File: src/rtl/uart_dbg_pkg.sv
// Shared constants and state types for the UART debug bridge.
package uart_dbg_pkg;

  // Command opcodes received from the host
  localparam logic [7:0] OP_WRITE    = 8'h57;
  localparam logic [7:0] OP_READ     = 8'h52;

  // Single-byte replies sent back to the host
  localparam logic [7:0] RSP_OK      = 8'h4B;
  localparam logic [7:0] RSP_BADOP   = 8'h3F;
  localparam logic [7:0] RSP_TIMEOUT = 8'h45;

  // Index of the stop bit within a 10-bit serial frame (0 = start bit)
  localparam logic [3:0] TX_STOP_BIT = 4'd9;

  // Command parser states
  typedef enum logic [2:0] {
    ST_IDLE,
    ST_ADDR,
    ST_DATA,
    ST_BUS_REQ,
    ST_BUS_WAIT,
    ST_REPLY
  } state_e;

  // Receiver states
  typedef enum logic [2:0] {
    RX_IDLE,
    RX_START,
    RX_DATA,
    RX_STOP,
    RX_BREAK
  } rx_state_e;

  // Little-endian accumulation: each new byte enters at the top, so after
  // four bytes the first one received sits in bits [7:0].
  function automatic logic [31:0] shift_in_byte(input logic [31:0] word,
                                                input logic [7:0]  b);
    return {b, word[31:8]};
  endfunction

endpackage

File: src/rtl/uart_dbg_bridge_if.sv
// Request/response bus between the debug bridge (master) and the SoC arbiter.
interface uart_dbg_bridge_if;
  logic [31:0] req_addr_o;
  logic [31:0] req_value_o;
  logic [3:0]  req_wstrb_o;
  logic        req_valid_o;
  logic        req_ready_i;
  logic [31:0] resp_value_i;
  logic        resp_valid_i;

  modport master (
    output req_addr_o, req_value_o, req_wstrb_o, req_valid_o,
    input  req_ready_i, resp_value_i, resp_valid_i
  );

  modport slave (
    input  req_addr_o, req_value_o, req_wstrb_o, req_valid_o,
    output req_ready_i, resp_value_i, resp_valid_i
  );
endinterface

File: src/rtl/uart_dbg_rx.sv
// 8N1 UART receiver: synchronizer, start-bit validation, mid-bit sampling and
// framing check. Emits one-cycle byte and framing-error strobes.
module uart_dbg_rx
  import uart_dbg_pkg::*;
#(
  parameter int DIV = 650
) (
  input  logic       clk_i,
  input  logic       rst_i,
  input  logic       rx_i,
  output logic [7:0] byte_o,
  output logic       valid_o,
  output logic       frame_err_o
);

  localparam int                 CNT_W  = $clog2(DIV + 1);
  localparam logic [CNT_W-1:0]   DIV_C  = CNT_W'(DIV);
  localparam logic [CNT_W-1:0]   HALF_C = CNT_W'(DIV >> 1);

  logic             rx_meta_q, rx_sync_q;
  rx_state_e        state_q, state_d;
  logic [CNT_W-1:0] cnt_q, cnt_d;
  logic [2:0]       bit_q, bit_d;
  logic [7:0]       shift_q, shift_d;
  logic             valid_q, valid_d;
  logic             err_q, err_d;

  // Next-state logic: count bit periods and sample at mid-bit
  always_comb begin
    state_d = state_q;
    cnt_d   = cnt_q + CNT_W'(1);
    bit_d   = bit_q;
    shift_d = shift_q;
    valid_d = 1'b0;
    err_d   = 1'b0;
    case (state_q)
      RX_IDLE: begin
        cnt_d = '0;
        if (!rx_sync_q) state_d = RX_START;
      end
      RX_START: begin
        if (cnt_q == HALF_C) begin
          cnt_d   = '0;
          bit_d   = '0;
          // A start bit that is gone by mid-bit was a glitch
          state_d = rx_sync_q ? RX_IDLE : RX_DATA;
        end
      end
      RX_DATA: begin
        if (cnt_q == DIV_C) begin
          cnt_d   = '0;
          shift_d = {rx_sync_q, shift_q[7:1]};
          if (bit_q == 3'd7) state_d = RX_STOP;
          else               bit_d   = bit_q + 3'd1;
        end
      end
      RX_STOP: begin
        if (cnt_q == DIV_C) begin
          cnt_d = '0;
          if (rx_sync_q) begin
            valid_d = 1'b1;
            state_d = RX_IDLE;
          end else begin
            err_d   = 1'b1;
            state_d = RX_BREAK;
          end
        end
      end
      RX_BREAK: begin
        // Wait for the line to return high so a low stop bit is not
        // mistaken for the next start bit
        cnt_d = '0;
        if (rx_sync_q) state_d = RX_IDLE;
      end
      default: state_d = RX_IDLE;
    endcase
  end

  // Control registers and the two-flop synchronizer
  always_ff @(posedge clk_i) begin
    if (rst_i) begin
      rx_meta_q <= 1'b1;
      rx_sync_q <= 1'b1;
      state_q   <= RX_IDLE;
      cnt_q     <= '0;
      bit_q     <= '0;
      valid_q   <= 1'b0;
      err_q     <= 1'b0;
    end else begin
      rx_meta_q <= rx_i;
      rx_sync_q <= rx_meta_q;
      state_q   <= state_d;
      cnt_q     <= cnt_d;
      bit_q     <= bit_d;
      valid_q   <= valid_d;
      err_q     <= err_d;
    end
  end

  // Data shift register needs no reset; it is only read with valid_q
  always_ff @(posedge clk_i) begin
    shift_q <= shift_d;
  end

  assign byte_o      = shift_q;
  assign valid_o     = valid_q;
  assign frame_err_o = err_q;

endmodule

File: src/rtl/uart_dbg_bridge.sv
// UART debug bridge: parses W/R command frames, issues a single bus
// transaction and serialises the reply back over tx_o.
module uart_dbg_bridge
  import uart_dbg_pkg::*;
#(
  parameter int DIV     = 650,
  parameter int TIMEOUT = 1024
) (
  input  logic clk_i,
  input  logic rst_i,
  input  logic rx_i,
  output logic tx_o,
  output logic busy_o,
  uart_dbg_bridge_if.master bus
);

  localparam int               CNT_W  = $clog2(DIV + 1);
  localparam logic [CNT_W-1:0] DIV_C  = CNT_W'(DIV);
  localparam int               TMO_W  = $clog2(TIMEOUT + 1);
  localparam logic [TMO_W-1:0] TMO_LAST = TMO_W'(TIMEOUT - 1);

  logic [7:0]  rx_byte;
  logic        rx_valid;
  logic        rx_err;

  state_e           state_q;
  logic             is_wr_q;
  logic [1:0]       byte_cnt_q;
  logic [31:0]      addr_q;
  logic [31:0]      data_q;
  logic [31:0]      req_addr_q;
  logic [31:0]      req_value_q;
  logic [3:0]       req_wstrb_q;
  logic             req_valid_q;
  logic [TMO_W-1:0] tmo_q;
  logic [31:0]      reply_q;
  logic [2:0]       reply_left_q;
  logic             tx_q;
  logic             tx_active_q;
  logic [3:0]       tx_bit_q;
  logic [CNT_W-1:0] tx_cnt_q;
  logic [7:0]       tx_byte_q;
  logic             busy_q;
  logic             tx_load;

  uart_dbg_rx #(.DIV(DIV)) u_rx (
    .clk_i       (clk_i),
    .rst_i       (rst_i),
    .rx_i        (rx_i),
    .byte_o      (rx_byte),
    .valid_o     (rx_valid),
    .frame_err_o (rx_err)
  );

  // Start a new TX byte on entry to REPLY or straight after a stop bit
  always_comb begin
    tx_load = 1'b0;
    if (state_q == ST_REPLY) begin
      if (!tx_active_q)
        tx_load = 1'b1;
      else if (tx_cnt_q == DIV_C && tx_bit_q == TX_STOP_BIT && reply_left_q != 3'd0)
        tx_load = 1'b1;
    end
  end

  // Command parser, bus handshake, timeout and TX serialiser
  always_ff @(posedge clk_i) begin
    if (rst_i) begin
      state_q      <= ST_IDLE;
      is_wr_q      <= 1'b0;
      byte_cnt_q   <= '0;
      addr_q       <= '0;
      data_q       <= '0;
      req_addr_q   <= '0;
      req_value_q  <= '0;
      req_wstrb_q  <= '0;
      req_valid_q  <= 1'b0;
      tmo_q        <= '0;
      reply_q      <= '0;
      reply_left_q <= '0;
      tx_q         <= 1'b1;
      tx_active_q  <= 1'b0;
      tx_bit_q     <= '0;
      tx_cnt_q     <= '0;
      tx_byte_q    <= '0;
      busy_q       <= 1'b0;
    end else begin
      case (state_q)
        ST_IDLE: begin
          if (rx_valid) begin
            byte_cnt_q <= '0;
            busy_q     <= 1'b1;
            if (rx_byte == OP_WRITE || rx_byte == OP_READ) begin
              is_wr_q <= (rx_byte == OP_WRITE);
              state_q <= ST_ADDR;
            end else begin
              reply_q      <= {24'h0, RSP_BADOP};
              reply_left_q <= 3'd1;
              state_q      <= ST_REPLY;
            end
          end
        end

        ST_ADDR: begin
          if (rx_err) begin
            state_q <= ST_IDLE;
            busy_q  <= 1'b0;
          end else if (rx_valid) begin
            addr_q     <= shift_in_byte(addr_q, rx_byte);
            byte_cnt_q <= byte_cnt_q + 2'd1;
            if (byte_cnt_q == 2'd3) begin
              if (is_wr_q) begin
                state_q <= ST_DATA;
              end else begin
                req_addr_q  <= shift_in_byte(addr_q, rx_byte);
                req_wstrb_q <= 4'b0000;
                req_valid_q <= 1'b1;
                tmo_q       <= '0;
                state_q     <= ST_BUS_REQ;
              end
            end
          end
        end

        ST_DATA: begin
          if (rx_err) begin
            state_q <= ST_IDLE;
            busy_q  <= 1'b0;
          end else if (rx_valid) begin
            data_q     <= shift_in_byte(data_q, rx_byte);
            byte_cnt_q <= byte_cnt_q + 2'd1;
            if (byte_cnt_q == 2'd3) begin
              req_addr_q  <= addr_q;
              req_value_q <= shift_in_byte(data_q, rx_byte);
              req_wstrb_q <= 4'b1111;
              req_valid_q <= 1'b1;
              tmo_q       <= '0;
              state_q     <= ST_BUS_REQ;
            end
          end
        end

        ST_BUS_REQ: begin
          tmo_q <= tmo_q + TMO_W'(1);
          if (bus.req_ready_i) begin
            req_valid_q <= 1'b0;
            state_q     <= ST_BUS_WAIT;
          end else if (tmo_q == TMO_LAST) begin
            req_valid_q  <= 1'b0;
            reply_q      <= {24'h0, RSP_TIMEOUT};
            reply_left_q <= 3'd1;
            state_q      <= ST_REPLY;
          end
        end

        ST_BUS_WAIT: begin
          tmo_q <= tmo_q + TMO_W'(1);
          if (bus.resp_valid_i) begin
            reply_q      <= is_wr_q ? {24'h0, RSP_OK} : bus.resp_value_i;
            reply_left_q <= is_wr_q ? 3'd1 : 3'd4;
            state_q      <= ST_REPLY;
          end else if (tmo_q >= TMO_LAST) begin
            // Acceptance may coincide with the last BUS_REQ cycle, so the
            // count can already be past the limit here
            reply_q      <= {24'h0, RSP_TIMEOUT};
            reply_left_q <= 3'd1;
            state_q      <= ST_REPLY;
          end
        end

        ST_REPLY: begin
          if (tx_load) begin
            tx_active_q  <= 1'b1;
            tx_q         <= 1'b0;
            tx_byte_q    <= reply_q[7:0];
            reply_q      <= reply_q >> 8;
            reply_left_q <= reply_left_q - 3'd1;
            tx_bit_q     <= '0;
            tx_cnt_q     <= '0;
          end else if (tx_cnt_q == DIV_C) begin
            tx_cnt_q <= '0;
            if (tx_bit_q == TX_STOP_BIT) begin
              tx_active_q <= 1'b0;
              state_q     <= ST_IDLE;
              busy_q      <= 1'b0;
            end else begin
              tx_bit_q <= tx_bit_q + 4'd1;
              tx_q     <= (tx_bit_q == 4'd8) ? 1'b1 : tx_byte_q[tx_bit_q[2:0]];
            end
          end else begin
            tx_cnt_q <= tx_cnt_q + CNT_W'(1);
          end
        end

        default: begin
          state_q <= ST_IDLE;
          busy_q  <= 1'b0;
        end
      endcase
    end
  end

  assign tx_o            = tx_q;
  assign busy_o          = busy_q;
  assign bus.req_addr_o  = req_addr_q;
  assign bus.req_value_o = req_value_q;
  assign bus.req_wstrb_o = req_wstrb_q;
  assign bus.req_valid_o = req_valid_q;

endmodule

File: src/flat_wrapper.sv
// flat-port wrapper written by rule: the top's interface ports become plain ports
module uart_dbg_bridge_flat import uart_dbg_pkg::*;
#(
  parameter int DIV     = 650,
  parameter int TIMEOUT = 1024
)
  (clk_i, rst_i, rx_i, tx_o, busy_o, bus_req_addr_o, bus_req_value_o, bus_req_wstrb_o, bus_req_valid_o, bus_req_ready_i, bus_resp_value_i, bus_resp_valid_i);
  uart_dbg_bridge_if bus_i ();
  input  logic clk_i;
  input  logic rst_i;
  input  logic rx_i;
  output logic tx_o;
  output logic busy_o;
  output wire logic [$bits(bus_i.req_addr_o)-1:0] bus_req_addr_o;
  output wire logic [$bits(bus_i.req_value_o)-1:0] bus_req_value_o;
  output wire logic [$bits(bus_i.req_wstrb_o)-1:0] bus_req_wstrb_o;
  output wire logic [$bits(bus_i.req_valid_o)-1:0] bus_req_valid_o;
  input wire logic [$bits(bus_i.req_ready_i)-1:0] bus_req_ready_i;
  input wire logic [$bits(bus_i.resp_value_i)-1:0] bus_resp_value_i;
  input wire logic [$bits(bus_i.resp_valid_i)-1:0] bus_resp_valid_i;
  assign bus_req_addr_o = bus_i.req_addr_o;
  assign bus_req_value_o = bus_i.req_value_o;
  assign bus_req_wstrb_o = bus_i.req_wstrb_o;
  assign bus_req_valid_o = bus_i.req_valid_o;
  assign bus_i.req_ready_i = bus_req_ready_i;
  assign bus_i.resp_value_i = bus_resp_value_i;
  assign bus_i.resp_valid_i = bus_resp_valid_i;
  uart_dbg_bridge #(.DIV(DIV), .TIMEOUT(TIMEOUT)) u_core (.clk_i(clk_i), .rst_i(rst_i), .rx_i(rx_i), .tx_o(tx_o), .busy_o(busy_o), .bus(bus_i));
endmodule
File: config.mk
export PLATFORM = sky130hd
export DESIGN_NAME = uart_dbg_bridge_flat
export DESIGN_NICKNAME = d
export VERILOG_FILES = /design/src/rtl/uart_dbg_pkg.sv /design/src/rtl/uart_dbg_bridge_if.sv /design/src/rtl/uart_dbg_rx.sv /design/src/rtl/uart_dbg_bridge.sv /design/src/flat_wrapper.sv
export SDC_FILE = /design/constraint.sdc
export NUM_CORES = 1
export LEC_CHECK = 0
export BUFFER_PORTS_ARGS = -buffer_cell sky130_fd_sc_hd__buf_4
export CAP_MARGIN = 5
export CORE_UTILIZATION = 25
export CTS_CLUSTER_DIAMETER = 80
export DETAILED_ROUTE_END_ITERATION = 10
export GPL_ROUTABILITY_DRIVEN = 0
export SYNTH_ARGS = -nofsm -noshare
export SYNTH_HDL_FRONTEND = slang
export SYNTH_SLANG_ARGS = --single-unit
File: constraint.sdc
create_clock -name clk_i -period 2.7 [get_ports clk_i]
set_clock_uncertainty 0.15 [all_clocks]
set_input_delay 0.405 -clock clk_i [delete_from_list [all_inputs] [get_ports clk_i]]
set_output_delay 0.405 -clock clk_i [all_outputs]
set_load 0.05 [all_outputs]
==> results of run 1 <==
cells in the final DEF (no fill, tap or decap), types with 12 or more instances in the layout:
cell	synthesis	layout
ha_1	14	14
buf_4	6	141
nand4_1	13	13
mux2i_1	12	12
nand2_1	282	282
xnor2_1	16	16
clkbuf_16	0	27
a311oi_1	51	51
nand3_1	18	18
nor2_1	96	95
inv_1	17	17
a21oi_1	150	150
dfxtp_1	219	218
dlygate4sd3_1	0	23
o21ai_0	58	58
critical path, delay by kind of cell (launching register included):
kind                       cells  cell delay (ps)
adders and majority gates      2              410
and+or+nand+nor                3             1150
buffers and inverters          1               50
DFF                            1              320
AOI/OAI and AO/OA              2              250
synth_stat cells, drive strengths merged (2+ instances only):
cell type and number:
and2 2, nor2b 3, nor2 96, a31oi 3
nand4b 3, nor3 12, a311oi 51, xor2 10
mux4 2, or3 5, nor4bb 3, clkbuf 58
and4bb 2, nand4 13, o21ai 59, a21o 2
inv 17, o41ai 2, and3 6, dfxtp 219
buf 32, a41o 2, nand2 282, nand3 18
edfxtp 8, nand3b 7, o31ai 2, ha 14
nor3b 5, o21bai 3, a21oi 150, a32oi 2
a211oi 6, mux2i 12, or4 5, or2 7
or3b 3, xnor2 16, o2bb2ai 2, nor4b 6
nand2b 9, a2111oi 3, nor4 2, and4 6
power breakdown:
group	switching (uW)	leakage, uW	internal [uW]
Sequential	116	0.00184	3520
Combinational	656	0.00187	404
Clock	1460	0.000497	2580
routing by layer:
layer / vias up / track usage / share of wire
li1: 4344 / - / -
met1: 3966 / 0.176 / 0.48
met2: 146 / 0.213 / 0.46
met3: 34 / 0.0183 / 0.034
met4: 0 / 0.0342 / 0.022
met5: - / 0 / 0
registers in the layout, summed over array words and instances (netlist names), 10 cells and up:
signal                  cells
u_core.bus.req_addr_o      32
u_core.u_rx.cnt_q          10
u_core.bus.req_value_o     32
u_core.tx_cnt_q            10
u_core.tmo_q               11
u_core.data_q              24
u_core.reply_q             32
u_core.addr_q              32
worst min path at each step:
stage	cells after the start	start	slack (ps)	endpoint
after floorplan	1	u_core.u_rx.rx_meta_q	240	u_core.u_rx.rx_sync_q
after global placement	1	u_core.u_rx.rx_meta_q	270	u_core.u_rx.rx_sync_q
after detailed placement	1	u_core.u_rx.rx_meta_q	280	u_core.u_rx.rx_sync_q
after CTS	3	bus_resp_value_i[17]	0.5	u_core.reply_q[17]
after global routing	3	bus_resp_value_i[17]	20	u_core.reply_q[17]
final	2	rst_i	20	u_core.reply_q[25]
repair_timing:
| item | 4_1_cts | 5_1_grt |
|---|---|---|
| hold buffers | 23 | 0 |
| buffers inserted | 0 | 0 |
| endpoints found under the setup margin | 0 | 1 |
| resized for setup | 0 | 1 |
| endpoints found under the hold margin | 23 | 0 |
area by class of cell:
class                   instances  area, sq um
flip-flops and latches        227         4630
multi-input cells             851         4730
well taps                     518          648
clock inverters                12          231
fillers                      4073        26200
clock buffers                  37          773
repair buffers                166         1320
inverters                      18         67.6
per-stage QoR:
step	cells	instance area (sq um)	hold slack, ps
after floorplan	1186	9800	239
after global placement	1757	11200	273
after detailed placement	1757	11200	283
after CTS	1829	12400	0.527
after global routing	1829	12400	24.2
final	1829	12400	17.7
logic make-up (layout without fill, tap and decap cells):
| kind of cell | after synthesis | in the layout | share of synthesized area |
|---|---|---|---|
| fa+ha+maj | 14 | 14 | 0.0179 |
| buf+inv | 108 | 233 | 0.0488 |
| xor+xnor | 26 | 26 | 0.0232 |
| simple gates | 498 | 498 | 0.231 |
| flops | 227 | 227 | 0.472 |
| compound gates | 298 | 298 | 0.190 |
| mux | 15 | 15 | 0.0180 |
==> flow_summary.yaml, run 1 <==
setup_path:
  worstSetupEndpoint: "u_core.reply_left_q[0]"
  r2r_cells: 8
  r2r_end: "u_core.reply_left_q[0]"
  crit_fanout: 3
  end_kind: "register"
  startpoint: "u_core.reply_left_q[0]"
  worstPathRequired_ps: 3020
  cp-start-kind: "register"
  critPathMaxStageDelay_ps: 550
  cp_slowest_cell: "or4_1"
  crit_type: "register to register"
  critPathArrivalTime_ps: 2730
  path_cells: "inv_1 > ha_1 > ha_1 > nor4bb_2 > and4_1 > o22ai_1 > or4_1 > a21oi_1"
  reg2reg_slack_ps: 290
  cpMostUsedCell: "ha_1"
  reg2reg_from: "u_core.reply_left_q[0]"
place:
  port_buffers: 107
  dp_hpwl_mm: 17.1
  place_ws_ps: 295
final_layout:
  nets: 1342
  syn_to_final_growth_pct: 26.5
  drive_gt1_frac: 0.165
  n_antenna_cell: 0
  final_util: 0.321
min_path:
  hold_path_class: "input port to register"
global_route:
  grt_pass1_vias: 8059
  grt_max_degree: 65
  grt_pass1_wl_mm: 42.1
  gr-total-overflow: 0
  antenna_found_initial: 0
  grt_usage: 0.129
clock_tree:
  cts_buffers: 27
  insertion_delay_ps: 540
  cts_max_path_buffers: 3
  clk_pin_slew_worst_paths_ps: 50
  h-tree-depth: 1
  cts_tree: "done"
  cts_root_buf: "clkbuf_16"
  cts_num_sinks: 227
synth:
  syn_area_sq_um: 9800
  synth_nets: 1237
  yosysWarnings: 0
  synth_area_per_cell_sq_um: 8.26
  synthDistinctLibCells: 72
  ys.flop_type: "dfxtp_1"
  syn-instance-count: 1186
  synth_edf_count: 8
  synth_seq_cells: 227
  yosysTopAreaCellShare: 0.447
  async_reset_ff_frac: 0
  yosys.area.top_type: "dfxtp_1"
  yosysSeqAreaShare: 0.472
  synth_area_leaders: "dfxtp_1, nand2_1, a21oi_1"
drt:
  wl_per_cell_microns: 14.0
  drcViolationCount: 0
  drt-initial-drc-count: 507
  ant_nets: 0
  vias: 8490
  dr.pass1.iters: 5
  routed_wl_mm: 25.6
  vias_per_cell: 4.64
floorplanning:
  core_sq_um: 38600
  die-area_sq_um: 40000
  start_util: 0.254
  io_pins: 108
  die_y_microns: 200
  die_w_microns: 200
  row_count: 72
sta:
  min_period_over_period: 0.891
  min_period_ps: 2410
  finalSetupViolCount: 0
  setup_tns_ps: 0
  setup_slack_ps: 294
  relSlewSlack: 0.555
  final-hold-violation-count: 0
  rsz0062_at_grt: "false"
  final_max_slew_viol_count: 0
  tightest_slew_ps: 667
  max_freq_mhz: 416
pwr:
  ir_worst_vdd_v: 0.000414
  power_uw: 8740
  power_density_nw_per_um2: 705
  leakagePower_uw: 0.00420
run_status:
  outcome: "complete, no violations"
flow_run:
  drv_cap: 0
(Power assumes the default switching activity.)
==> inputs of run 2 (changes only) <==
clock period = 2.6 ns   (was 2.7 ns; I/O delays follow)
==> run 2 against run 1 <==
  * Combinational power grew 8%
  * Critical path depth is the same
  * Worst setup slack lost 120 ps
  * Routed wire length grew 2.8%
  * Non-clock buffer count is the same
  * Core utilization shrank 0.12 points
  * Largest cell class unchanged
  * Highest routed layer unchanged
==> flow_summary.yaml, run 2 (same netlist as run 1, synthesis figures left out) <==
global_route:
  gr-total-overflow: 0
  grt_usage: 0.128
  grt_max_degree: 116
  antenna_found_initial: 0
  grt_pass1_wl_mm: 41.8
  grt_pass1_vias: 8123
place:
  dp_hpwl_mm: 17.1
  port_buffers: 107
  postPlaceCellArea_sq_um: 11200
  place_ws_ps: 195
sta:
  max_freq_mhz: 412
  relSlewSlack: 0.526
  setup_tns_ps: 0
  min_period_over_period: 0.933
  rsz0062_at_grt: "false"
  tightest_slew_ps: 711
  setup_slack_ps: 175
  finalSetupViolCount: 0
  min_period_ps: 2430
  final_max_slew_viol_count: 0
  holdWs_ps: 15.6
  final-hold-violation-count: 0
final_layout:
  fin_area_sq_um: 12400
  syn_to_final_growth_pct: 26.1
  fillers: 4109
  n_antenna_cell: 0
  layout_common_cells: "nand2_1, dfxtp_1, a21oi_1, buf_4, nor2_1"
  final_common_cell: "nand2_1"
  drive_gt1_frac: 0.158
  nets: 1342
clock_tree:
  h-tree-depth: 1
  clk_pin_slew_worst_paths_ps: 60
  cts_resized: 0
  cts_tree: "done"
  cts_hold_buf: 26
  cts_root_buf: "clkbuf_16"
  postCtsSetupRepairBufs: 0
  cts_max_path_buffers: 3
  cts_buffers: 27
  insertion_delay_ps: 550
  cts_num_sinks: 227
pwr:
  power_uw: 8810
  leakagePower_uw: 0.00417
  power_density_nw_per_um2: 713
  ir_worst_vdd_v: 0.000446
floorplanning:
  io_pins: 108
  row_count: 72
  die_y_microns: 200
  start_util: 0.254
  die_w_microns: 200
  core_sq_um: 38600
  die-area_sq_um: 40000
setup_path:
  cp-start-kind: "register"
  r2r_cells: 8
  reg2reg_from: "u_core.reply_left_q[0]"
  end_kind: "register"
  path_cells: "inv_1 > ha_1 > ha_1 > nor4bb_1 > and4_1 > o22ai_1 > or4_1 > a21oi_1"
  cp_slowest_cell: "or4_1"
  r2r_end: "u_core.reply_left_q[0]"
  worstPathRequired_ps: 2930
  cpMostUsedCell: "ha_1"
  critPathMaxStageDelay_ps: 540
  critPathArrivalTime_ps: 2750
  crit_fanout: 3
  crit_type: "register to register"
  reg2reg_slack_ps: 170
drt:
  routed_wl_mm: 26.3
  wl_per_cell_microns: 14.4
  drcViolationCount: 0
  ant_nets: 0
  drt-initial-drc-count: 451
  vias: 8633
  dr.pass1.iters: 4
  vias_per_cell: 4.72
min_path:
  hold_path_class: "input port to register"
  min_to: "u_core.reply_q[14]"
  hold_path_startpoint: "bus_resp_value_i[14]"
  min_path_cells: 3
flow_run:
  drv_cap: 0
run_status:
  outcome: "complete, no violations"
## run 2: power by group
| part | internal, uW | leakage (uW) | switching, uW | total (uW) |
|---|---|---|---|---|
| sequential | 3650 | 0.00184 | 119 | 3770 |
| clock | 2370 | 0.000452 | 1530 | 3900 |
| combinational | 443 | 0.00187 | 701 | 1140 |
## run 2: area by class of cell
cell class	count	area (sq um)	share of cell area
Multi-Input combinational cell	851	4730	0.383
Timing Repair Buffer	166	1370	0.110
Tap cell	518	648	0.0525
Inverter	18	67.6	0.00547
Clock buffer	32	714	0.0578
Clock inverter	17	206	0.0167
Sequential cell	227	4630	0.374
## run 2: how the worst max path moves through the flow
stage | from | end | slack (ps)
2_1_floorplan | u_core.reply_left_q[0] | u_core.reply_q[16] | 370
3_3_place_gp | u_core.reply_left_q[0] | u_core.reply_left_q[0] | 260
3_5_place_dp | u_core.reply_left_q[0] | u_core.reply_left_q[0] | 190
4_1_cts | u_core.reply_left_q[0] | u_core.reply_left_q[0] | 180
5_1_grt | u_core.reply_left_q[0] | u_core.reply_left_q[0] | 60
6_report | u_core.reply_left_q[0] | u_core.reply_left_q[0] | 170
## run 2: worst max-delay path: cells and delay by family, from the launching register on
family                     cells  cell delay, ps
adders and majority gates      2             400
AOI/OAI and AO/OA              2             240
and+or+nand+nor                3            1180
DFF                            1             320
buffers and inverters          1              60
## run 2: metal layers
| metal | wire length [microns] | vias to the layer above | GRT usage | share of wire |
|---|---|---|---|---|
| met3 | 1020 | 42 | 0.0195 | 0.039 |
| met4 | 696 | 0 | 0.0413 | 0.026 |
| met5 | 0 | - | 0 | 0 |
| met1 | 12500 | 4075 | 0.170 | 0.48 |
| li1 | - | 4351 | - | - |
| met2 | 12100 | 165 | 0.214 | 0.46 |
## run 2: metrics by stage
stage               std cells   util
global placement         1754  0.289
finish                   1829  0.320
global route             1829  0.320
CTS                      1829  0.320
detailed placement       1754  0.289
floorplan                1186      -
